<file path="config.mk">
export PLATFORM = sky130hd
export DESIGN_NAME = mem_port_arbiter_flat
export DESIGN_NICKNAME = d
export VERILOG_FILES = /design/src/rtl/mem_port_arbiter_if.sv /design/src/rtl/mem_port_arbiter.sv /design/src/flat_wrapper.sv
export SDC_FILE = /design/constraint.sdc
export NUM_CORES = 1
export LEC_CHECK = 0
export BUFFER_PORTS_ARGS = -buffer_cell sky130_fd_sc_hd__clkbuf_2
export CAP_MARGIN = 20
export CORE_AREA = 2 2 121 123
export DETAILED_ROUTE_END_ITERATION = 12
export DIE_AREA = 0 0 123 125
export MAX_ROUTING_LAYER = met4
export PLACE_DENSITY = 0.62
export SLEW_MARGIN = 15
export SYNTH_ARGS = -nofsm -noshare
export SYNTH_HDL_FRONTEND = slang
export SYNTH_SLANG_ARGS = --single-unit
</file>
<file path="constraint.sdc">
create_clock -name aclk -period 2.2 [get_ports aclk]
set_clock_uncertainty 0.1 [all_clocks]
set_input_delay 0.44 -clock aclk [delete_from_list [all_inputs] [get_ports aclk]]
set_output_delay 0.44 -clock aclk [all_outputs]
set_load 0.01 [all_outputs]
</file>
<file path="src/rtl/mem_port_arbiter_if.sv">
// PicoRV32-style memory port bundle.
// "master" is the side that issues requests (valid/instr/addr/wdata/wstrb)
// and receives completions (ready/rdata). "slave" is the serving side.
interface mem_port_arbiter_if #(
    parameter int ADDR_WIDTH = 32,
    parameter int DATA_WIDTH = 32
);
    logic                    mem_valid;
    logic                    mem_instr;
    logic [ADDR_WIDTH-1:0]   mem_addr;
    logic [DATA_WIDTH-1:0]   mem_wdata;
    logic [DATA_WIDTH/8-1:0] mem_wstrb;
    logic                    mem_ready;
    logic [DATA_WIDTH-1:0]   mem_rdata;

    modport master (
        output mem_valid, mem_instr, mem_addr, mem_wdata, mem_wstrb,
        input  mem_ready, mem_rdata
    );

    modport slave (
        input  mem_valid, mem_instr, mem_addr, mem_wdata, mem_wstrb,
        output mem_ready, mem_rdata
    );
endinterface

</file>
<file path="src/rtl/mem_port_arbiter.sv">
// Two-requester arbiter in front of a single PicoRV32-style memory port.
// One requester is granted at a time; its command is latched and held on the
// downstream port until the bridge pulses ready, and the completion is routed
// back to the granted requester only.
// Optional statistics counters are enabled with MEM_PORT_ARBITER_STATS_EN.
module mem_port_arbiter #(
    parameter int ADDR_WIDTH     = 32,
    parameter int DATA_WIDTH     = 32,
    parameter int FIXED_PRIORITY = 0
) (
    input  logic aclk,
    input  logic areset,
    mem_port_arbiter_if.slave  s0,
    mem_port_arbiter_if.slave  s1,
    mem_port_arbiter_if.master m,
    output logic busy,
    output logic grant_id
`ifdef MEM_PORT_ARBITER_STATS_EN
    ,
    output logic [31:0] stat_grant0,
    output logic [31:0] stat_grant1,
    output logic [31:0] stat_wait0,
    output logic [31:0] stat_wait1
`endif
);

    typedef enum logic {
        IDLE = 1'b0,
        BUSY = 1'b1
    } state_t;

    state_t state_reg;
    state_t state_next;

    logic [1:0] req_valid;
    logic       any_valid;
    logic       winner;
    logic       grant_id_reg;
    logic       last_grant_reg;

    logic                    instr_reg;
    logic [ADDR_WIDTH-1:0]   addr_reg;
    logic [DATA_WIDTH-1:0]   wdata_reg;
    logic [DATA_WIDTH/8-1:0] wstrb_reg;

    logic [1:0]                 port_ready;
    logic [1:0][DATA_WIDTH-1:0] port_rdata;

    assign req_valid = {s1.mem_valid, s0.mem_valid};
    assign any_valid = |req_valid;

    // Winner selection: lone requester wins; on a tie either port 0 wins
    // (fixed priority) or the port that was not served last wins.
    always_comb begin
        winner = 1'b0;
        if (req_valid == 2'b11) begin
            winner = (FIXED_PRIORITY != 0) ? 1'b0 : ~last_grant_reg;
        end else if (req_valid[1]) begin
            winner = 1'b1;
        end
    end

    // State register.
    always_ff @(posedge aclk) begin
        if (areset) begin
            state_reg <= IDLE;
        end else begin
            state_reg <= state_next;
        end
    end

    // Next-state logic: grant whenever anyone asks, release on downstream ready.
    always_comb begin
        state_next = state_reg;
        case (state_reg)
            IDLE:    if (any_valid)   state_next = BUSY;
            BUSY:    if (m.mem_ready) state_next = IDLE;
            default: state_next = IDLE;
        endcase
    end

    // FSM outputs: valid is gated by ready so the bridge never re-samples a
    // request in the cycle it completes.
    always_comb begin
        busy        = (state_reg == BUSY);
        m.mem_valid = (state_reg == BUSY) && !m.mem_ready;
    end

    // Command and grant registers, loaded only on the grant edge so later
    // changes on the requester inputs are ignored for the whole transaction.
    always_ff @(posedge aclk) begin
        if (areset) begin
            grant_id_reg   <= 1'b0;
            last_grant_reg <= 1'b1;
            instr_reg      <= 1'b0;
            addr_reg       <= '0;
            wdata_reg      <= '0;
            wstrb_reg      <= '0;
        end else if (state_reg == IDLE && any_valid) begin
            grant_id_reg   <= winner;
            last_grant_reg <= winner;
            instr_reg      <= winner ? s1.mem_instr : s0.mem_instr;
            addr_reg       <= winner ? s1.mem_addr  : s0.mem_addr;
            wdata_reg      <= winner ? s1.mem_wdata : s0.mem_wdata;
            wstrb_reg      <= winner ? s1.mem_wstrb : s0.mem_wstrb;
        end
    end

    assign m.mem_instr = instr_reg;
    assign m.mem_addr  = addr_reg;
    assign m.mem_wdata = wdata_reg;
    assign m.mem_wstrb = wstrb_reg;
    assign grant_id    = grant_id_reg;

    // Response routing: only the owner sees ready/rdata; stray ready in IDLE
    // is dropped because busy is low.
    genvar gi;
    generate
        for (gi = 0; gi < 2; gi++) begin : g_route
            assign port_ready[gi] = busy && m.mem_ready && (grant_id_reg == 1'(gi));
            assign port_rdata[gi] = (grant_id_reg == 1'(gi)) ? m.mem_rdata : '0;
        end
    endgenerate

    assign s0.mem_ready = port_ready[0];
    assign s0.mem_rdata = port_rdata[0];
    assign s1.mem_ready = port_ready[1];
    assign s1.mem_rdata = port_rdata[1];

`ifdef MEM_PORT_ARBITER_STATS_EN
    // A port is "being served" when it owns the BUSY transaction or wins the
    // IDLE decision this cycle; any other cycle with valid high is a wait.
    generate
        for (gi = 0; gi < 2; gi++) begin : g_stats
            logic        serving;
            logic [31:0] grant_cnt_reg;
            logic [31:0] wait_cnt_reg;

            assign serving = busy ? (grant_id_reg == 1'(gi))
                                  : (any_valid && (winner == 1'(gi)));

            // Per-port grant and wait counters, wrapping naturally.
            always_ff @(posedge aclk) begin
                if (areset) begin
                    grant_cnt_reg <= '0;
                    wait_cnt_reg  <= '0;
                end else begin
                    if (state_reg == IDLE && any_valid && winner == 1'(gi)) begin
                        grant_cnt_reg <= grant_cnt_reg + 32'd1;
                    end
                    if (req_valid[gi] && !serving) begin
                        wait_cnt_reg <= wait_cnt_reg + 32'd1;
                    end
                end
            end
        end
    endgenerate

    assign stat_grant0 = g_stats[0].grant_cnt_reg;
    assign stat_grant1 = g_stats[1].grant_cnt_reg;
    assign stat_wait0  = g_stats[0].wait_cnt_reg;
    assign stat_wait1  = g_stats[1].wait_cnt_reg;
`endif

endmodule

</file>
<file path="src/flat_wrapper.sv">
// flat-port wrapper written by rule: the top's interface ports become plain ports
module mem_port_arbiter_flat 
#(
    parameter int ADDR_WIDTH     = 32,
    parameter int DATA_WIDTH     = 32,
    parameter int FIXED_PRIORITY = 0
)
  (aclk, areset, busy, grant_id, s0_mem_valid, s0_mem_instr, s0_mem_addr, s0_mem_wdata, s0_mem_wstrb, s0_mem_ready, s0_mem_rdata, s1_mem_valid, s1_mem_instr, s1_mem_addr, s1_mem_wdata, s1_mem_wstrb, s1_mem_ready, s1_mem_rdata, m_mem_valid, m_mem_instr, m_mem_addr, m_mem_wdata, m_mem_wstrb, m_mem_ready, m_mem_rdata);
  mem_port_arbiter_if #(.ADDR_WIDTH(ADDR_WIDTH), .DATA_WIDTH(DATA_WIDTH)) s0_i ();
  mem_port_arbiter_if #(.ADDR_WIDTH(ADDR_WIDTH), .DATA_WIDTH(DATA_WIDTH)) s1_i ();
  mem_port_arbiter_if #(.ADDR_WIDTH(ADDR_WIDTH), .DATA_WIDTH(DATA_WIDTH)) m_i ();
  input  logic aclk;
  input  logic areset;
  output logic busy;
  output logic grant_id;
  input wire logic [$bits(s0_i.mem_valid)-1:0] s0_mem_valid;
  input wire logic [$bits(s0_i.mem_instr)-1:0] s0_mem_instr;
  input wire logic [$bits(s0_i.mem_addr)-1:0] s0_mem_addr;
  input wire logic [$bits(s0_i.mem_wdata)-1:0] s0_mem_wdata;
  input wire logic [$bits(s0_i.mem_wstrb)-1:0] s0_mem_wstrb;
  output wire logic [$bits(s0_i.mem_ready)-1:0] s0_mem_ready;
  output wire logic [$bits(s0_i.mem_rdata)-1:0] s0_mem_rdata;
  input wire logic [$bits(s1_i.mem_valid)-1:0] s1_mem_valid;
  input wire logic [$bits(s1_i.mem_instr)-1:0] s1_mem_instr;
  input wire logic [$bits(s1_i.mem_addr)-1:0] s1_mem_addr;
  input wire logic [$bits(s1_i.mem_wdata)-1:0] s1_mem_wdata;
  input wire logic [$bits(s1_i.mem_wstrb)-1:0] s1_mem_wstrb;
  output wire logic [$bits(s1_i.mem_ready)-1:0] s1_mem_ready;
  output wire logic [$bits(s1_i.mem_rdata)-1:0] s1_mem_rdata;
  output wire logic [$bits(m_i.mem_valid)-1:0] m_mem_valid;
  output wire logic [$bits(m_i.mem_instr)-1:0] m_mem_instr;
  output wire logic [$bits(m_i.mem_addr)-1:0] m_mem_addr;
  output wire logic [$bits(m_i.mem_wdata)-1:0] m_mem_wdata;
  output wire logic [$bits(m_i.mem_wstrb)-1:0] m_mem_wstrb;
  input wire logic [$bits(m_i.mem_ready)-1:0] m_mem_ready;
  input wire logic [$bits(m_i.mem_rdata)-1:0] m_mem_rdata;
  assign s0_i.mem_valid = s0_mem_valid;
  assign s0_i.mem_instr = s0_mem_instr;
  assign s0_i.mem_addr = s0_mem_addr;
  assign s0_i.mem_wdata = s0_mem_wdata;
  assign s0_i.mem_wstrb = s0_mem_wstrb;
  assign s0_mem_ready = s0_i.mem_ready;
  assign s0_mem_rdata = s0_i.mem_rdata;
  assign s1_i.mem_valid = s1_mem_valid;
  assign s1_i.mem_instr = s1_mem_instr;
  assign s1_i.mem_addr = s1_mem_addr;
  assign s1_i.mem_wdata = s1_mem_wdata;
  assign s1_i.mem_wstrb = s1_mem_wstrb;
  assign s1_mem_ready = s1_i.mem_ready;
  assign s1_mem_rdata = s1_i.mem_rdata;
  assign m_mem_valid = m_i.mem_valid;
  assign m_mem_instr = m_i.mem_instr;
  assign m_mem_addr = m_i.mem_addr;
  assign m_mem_wdata = m_i.mem_wdata;
  assign m_mem_wstrb = m_i.mem_wstrb;
  assign m_i.mem_ready = m_mem_ready;
  assign m_i.mem_rdata = m_mem_rdata;
  mem_port_arbiter #(.ADDR_WIDTH(ADDR_WIDTH), .DATA_WIDTH(DATA_WIDTH), .FIXED_PRIORITY(FIXED_PRIORITY)) u_core (.aclk(aclk), .areset(areset), .s0(s0_i), .s1(s1_i), .m(m_i), .busy(busy), .grant_id(grant_id));
endmodule
</file>
Word-level counts from Yosys, hierarchy flattened
Cells that the tools add are included.
{"block": "op_classes", "n_reduce_logical": 7, "bitwise": 3, "n_eq_ne": 1, "muxes": 11}
{"op": "$mux W32", "n": 4}
{"op": "$logic_and A1 B1 Y1", "n": 5}
{"op": "$mux W1", "n": 5}
{"op": "$mux W4", "n": 1}
{"op": "$not A1 Y1", "n": 3}
{"op": "$eq A2 B2 Y1 const B", "n": 1}
{"op": "$pmux W1 S2", "n": 1}
{"op": "$reduce_or A2 Y1", "n": 1}
{"op": "$logic_not A1 Y1", "n": 1}
{"block": "word_totals", "output_inout_bits": 138, "in_bits": 175, "regBits": 72, "word_cells": 29}

Longest topological paths before layout
{"block": "logic_depth", "depth_word": 3, "mapped_depth": 5, "ltp_nobuf": 3}

Worst setup path after synthesis
OpenSTA, ideal clock, no wires.
{"block": "synth_path", "path_kind": "flip-flop to output port", "start": "register u_core.grant_id_reg, in the netlist u_core.grant_id", "end": "output port s1_mem_rdata[22]", "n_path_buf": 2, "t_required_ns": 1.660, "path_stages_with_launch": 4, "path_slack_ns": 0.563, "t_arrival_ns": 1.097, "cell_sequence": "dfxtp_1 -> clkbuf_1 -> clkbuf_1 -> and2_1"}
{"block": "synth_between", "elab_chain_cells": 1}
{"element": "from (decl)", "line_no": "mem_port_arbiter.sv:38", "text": "logic grant_id_reg;"}
{"element": "from (signal assigned)", "line_no": "mem_port_arbiter.sv:100", "text": "grant_id_reg <= winner;"}
{"element": "$mux W32", "line_no": "mem_port_arbiter.sv:121", "text": "assign port_rdata[gi] = (grant_id_reg == 1'(gi)) ? m.mem_rdata : '0;"}
{"element": "to (decl)", "line_no": "flat_wrapper.sv:29", "text": "output wire logic [$bits(s1_i.mem_rdata)-1:0] s1_mem_rdata;"}
No other way between the ends.

Worst setup path after layout
{"block": "layout_path", "start": "register u_core.grant_id_reg, in the netlist u_core.grant_id", "end": "output port s1_mem_ready"}
{"block": "layout_between", "elab_chain_cells": 1}
{"element": "$logic_and A1 B1 Y1", "line_no": "mem_port_arbiter.sv:120", "text": "assign port_ready[gi] = busy && m.mem_ready && (grant_id_reg == 1'(gi));"}
{"element": "to (decl)", "line_no": "flat_wrapper.sv:28", "text": "output wire logic [$bits(s1_i.mem_ready)-1:0] s1_mem_ready;"}
No other way between the ends.

==> flow_summary.yaml <==
outcome:
  status: "complete, no violations"
floorplan:
  io_pins: 313
  dieArea_mm2: 0.01538
  fp.dieH_um: 125
  start_util_pct: 24.92
  die_width_um: 123
  core_region_area_mm2: 0.01420
  core.rowCount: 44
global_routing:
  grt_overflow_total: 0
  grt_pass1_wl_um: 21280
  grt_usage_pct: 18.49
  grt_max_degree: 58
  grt_pass1_vias: 4087
  antenna_found_initial: 0
placed_design:
  place_congestion: 0.8210
  dp_cells: 936
  pre_cts_ws_ns: 0.5084
  portBuffers: 312
  hpwlAfterDp_um: 11060
critical_path:
  r2r.worst_path.cells: 4
  crit_path_end_kind: "primary output"
  cp-start-kind: "flop"
  worst-endpoint-arrival_ns: 1.37
  cp.required_ns: 1.66
  crit_slowest_cell: "dfxtp_2"
  max_stage_delay_ns: 0.43
  critPathKind: "flop to primary output"
  path_max_fanout: 57
  path_cells: "buf_12, and3_1, clkbuf_2"
clock_network:
  clk_pin_slew_ns: 0.06
  root_buffer: "clkbuf_16"
  hold_buffers: 0
  cts_buffers: 9
  postCtsSetupBuffers: 0
  clk_latency_ns: 0.33
  cts_resized: 0
  cts_max_path_buffers: 2
  htree_levels: 3
  cts_tree: "yes"
  numClockSinks: 72
routing:
  wl_um: 14400
  drtAntennaViolNets: 0
  viasPerCell: 4.642
  post-route-drc-count: 0
  first_pass_iters: 4
  wl_per_cell_um: 15.13
  via_count: 4419
  drtIter0Drc: 140
hold_path:
  min_path_type: "input port to flop"
  min_path_cells: 3
sta:
  worst_slack_ns: 0.2882
  final-hold-violation-count: 0
  clock.fmax_ghz: 0.5231
  setup_viol: 0
  whs_ns: 0.2261
  worst_slew_pin_slew_ns: 0.4666
  final.period_utilization_pct: 86.90
  relSlewSlack_pct: 68.89
  slew_violations: 0
  min_period_ns: 1.912
  setup_tns_ns: 0
  rsz0062_at_grt: "no"
logic_synthesis:
  synth_cells: 472
  yosysSeqAreaShare_pct: 40.72
  synth.cell_area_mm2: 0.003540
  synth_nets: 647
  synth_seq_cells: 72
  yosys_warnings: 0
  yosys-top-cells-area: "dfxtp_1, a211oi_1, a21oi_1, nor2_1, nand2_1"
  synth_top_area_share_pct: 40.72
  syn-mean-instance-area_um2: 7.499
  yosysTopAreaCell: "dfxtp_1"
  ys_types: 20
flow_run:
  max_cap_violations: 0
layout:
  area_growth_pct: 59.42
  layout-drive-gt1-share_pct: 45.05
  fill_cells: 1550
  final_cells: 952
  diodes: 0
  nets: 938
power_and_ir_drop:
  clock_power_share_pct: 38.1
  seqPwrFrac_pct: 36.5
  p_leak_nw: 2.957
  switching_share_pct: 29.67
  internal_power_w: 0.002933
  peakVddDrop_mv: 0.2907
  comb_power_share_pct: 25.4
  power_density_mw_per_mm2: 739.1
  power.switching_w: 0.001238
-- critical path: cells and delay by family, from the launching register on --
family / cells / cell delay (ns)
AND/OR/NAND/NOR: 1 / 0.19
buffers and inverters: 2 / 0.40
flip-flops: 1 / 0.43
-- final timing paths --
check	from	endpoint	slack (ns)
max	u_core.grant_id	s1_mem_ready	0.29
min reg2reg	u_core.m.mem_addr[30]	u_core.m.mem_addr[30]	0.40
max reg2reg	u_core.busy	u_core.m.mem_addr[29]	0.62
min	s0_mem_addr[23]	u_core.m.mem_addr[23]	0.23
-- cells in the final DEF (no fill, tap or decap) --
cell type,n
nand2_1,70
a21oi_1,69
dfxtp_2,1
clkinvlp_4,1
buf_12,7
clkbuf_2,312
and3_1,1
and2_1,32
nor2_1,73
a21bo_2,1
nor2b_1,33
a2bb2oi_1,1
a211oi_1,69
dfxtp_1,71
nor3b_1,1
o21ba_2,1
buf_4,6
clkbuf_16,9
nand2b_1,1
a211o_1,1
a21boi_4,1
bufinv_16,2
clkinv_2,3
clkbuf_8,1
o21bai_4,1
-- stage by stage --
step	area [um^2]	util, %	total power, W
floorplan	3540	-	0.002101
global placement	5321	37.46	0.002621
detailed placement	5321	37.46	0.002628
CTS	5643	39.73	0.004233
global route	5643	39.73	0.004395
finish	5643	39.73	0.004171
-- cell usage after synthesis --
cell type,instances
nor2_1,73
dfxtp_1,72
nand2_1,70
a211oi_1,69
a21oi_1,69
nor2b_1,33
and2_1,32
buf_2,28
clkbuf_1,15
a211o_1,1
a21bo_2,1
a21boi_2,1
a2bb2oi_1,1
and3_1,1
buf_4,1
buf_6,1
nand2b_1,1
nor3b_1,1
o21ba_2,1
o21bai_1,1
-- cell type report --
type,count,area (um^2),share of cell area (%)
clock buffer,10,239.0,4.235
clock inverter,6,82.58,1.463
multi-input combinational,355,1902,33.70
sequential,72,1443,25.57
tap,184,230.2,4.080
timing repair buffer,325,1747,30.95
-- cell families (layout without fill, tap and decap cells) --
group	Yosys count	in the layout	synth area share [%]
AOI/OAI and AO/OA	144	144	25.98
buffers and inverters	45	341	6.080
DFF	72	72	40.72
and+or+nand+nor	211	211	27.22
-- power by group through the flow --
| stage | clock network (W) | registers [W] | logic [W] |
|---|---|---|---|
| floorplan | 0 | 0.00160 | 0.000497 |
| finish | 0.00159 | 0.00152 | 0.00106 |
| detailed placement | 0 | 0.00155 | 0.00108 |
| global route | 0.00168 | 0.00154 | 0.00117 |
| CTS | 0.00163 | 0.00152 | 0.00108 |
| global placement | 0 | 0.00155 | 0.00107 |
-- metal layers --
layer / GRT usage [%] / routed length [um]
met1: 19.94 / 5555
met2: 32.24 / 7290
met3: 3.878 / 1035
met4: 8.155 / 518
met5: - / 0
No activity file was read; power rests on OpenSTA's default activity.
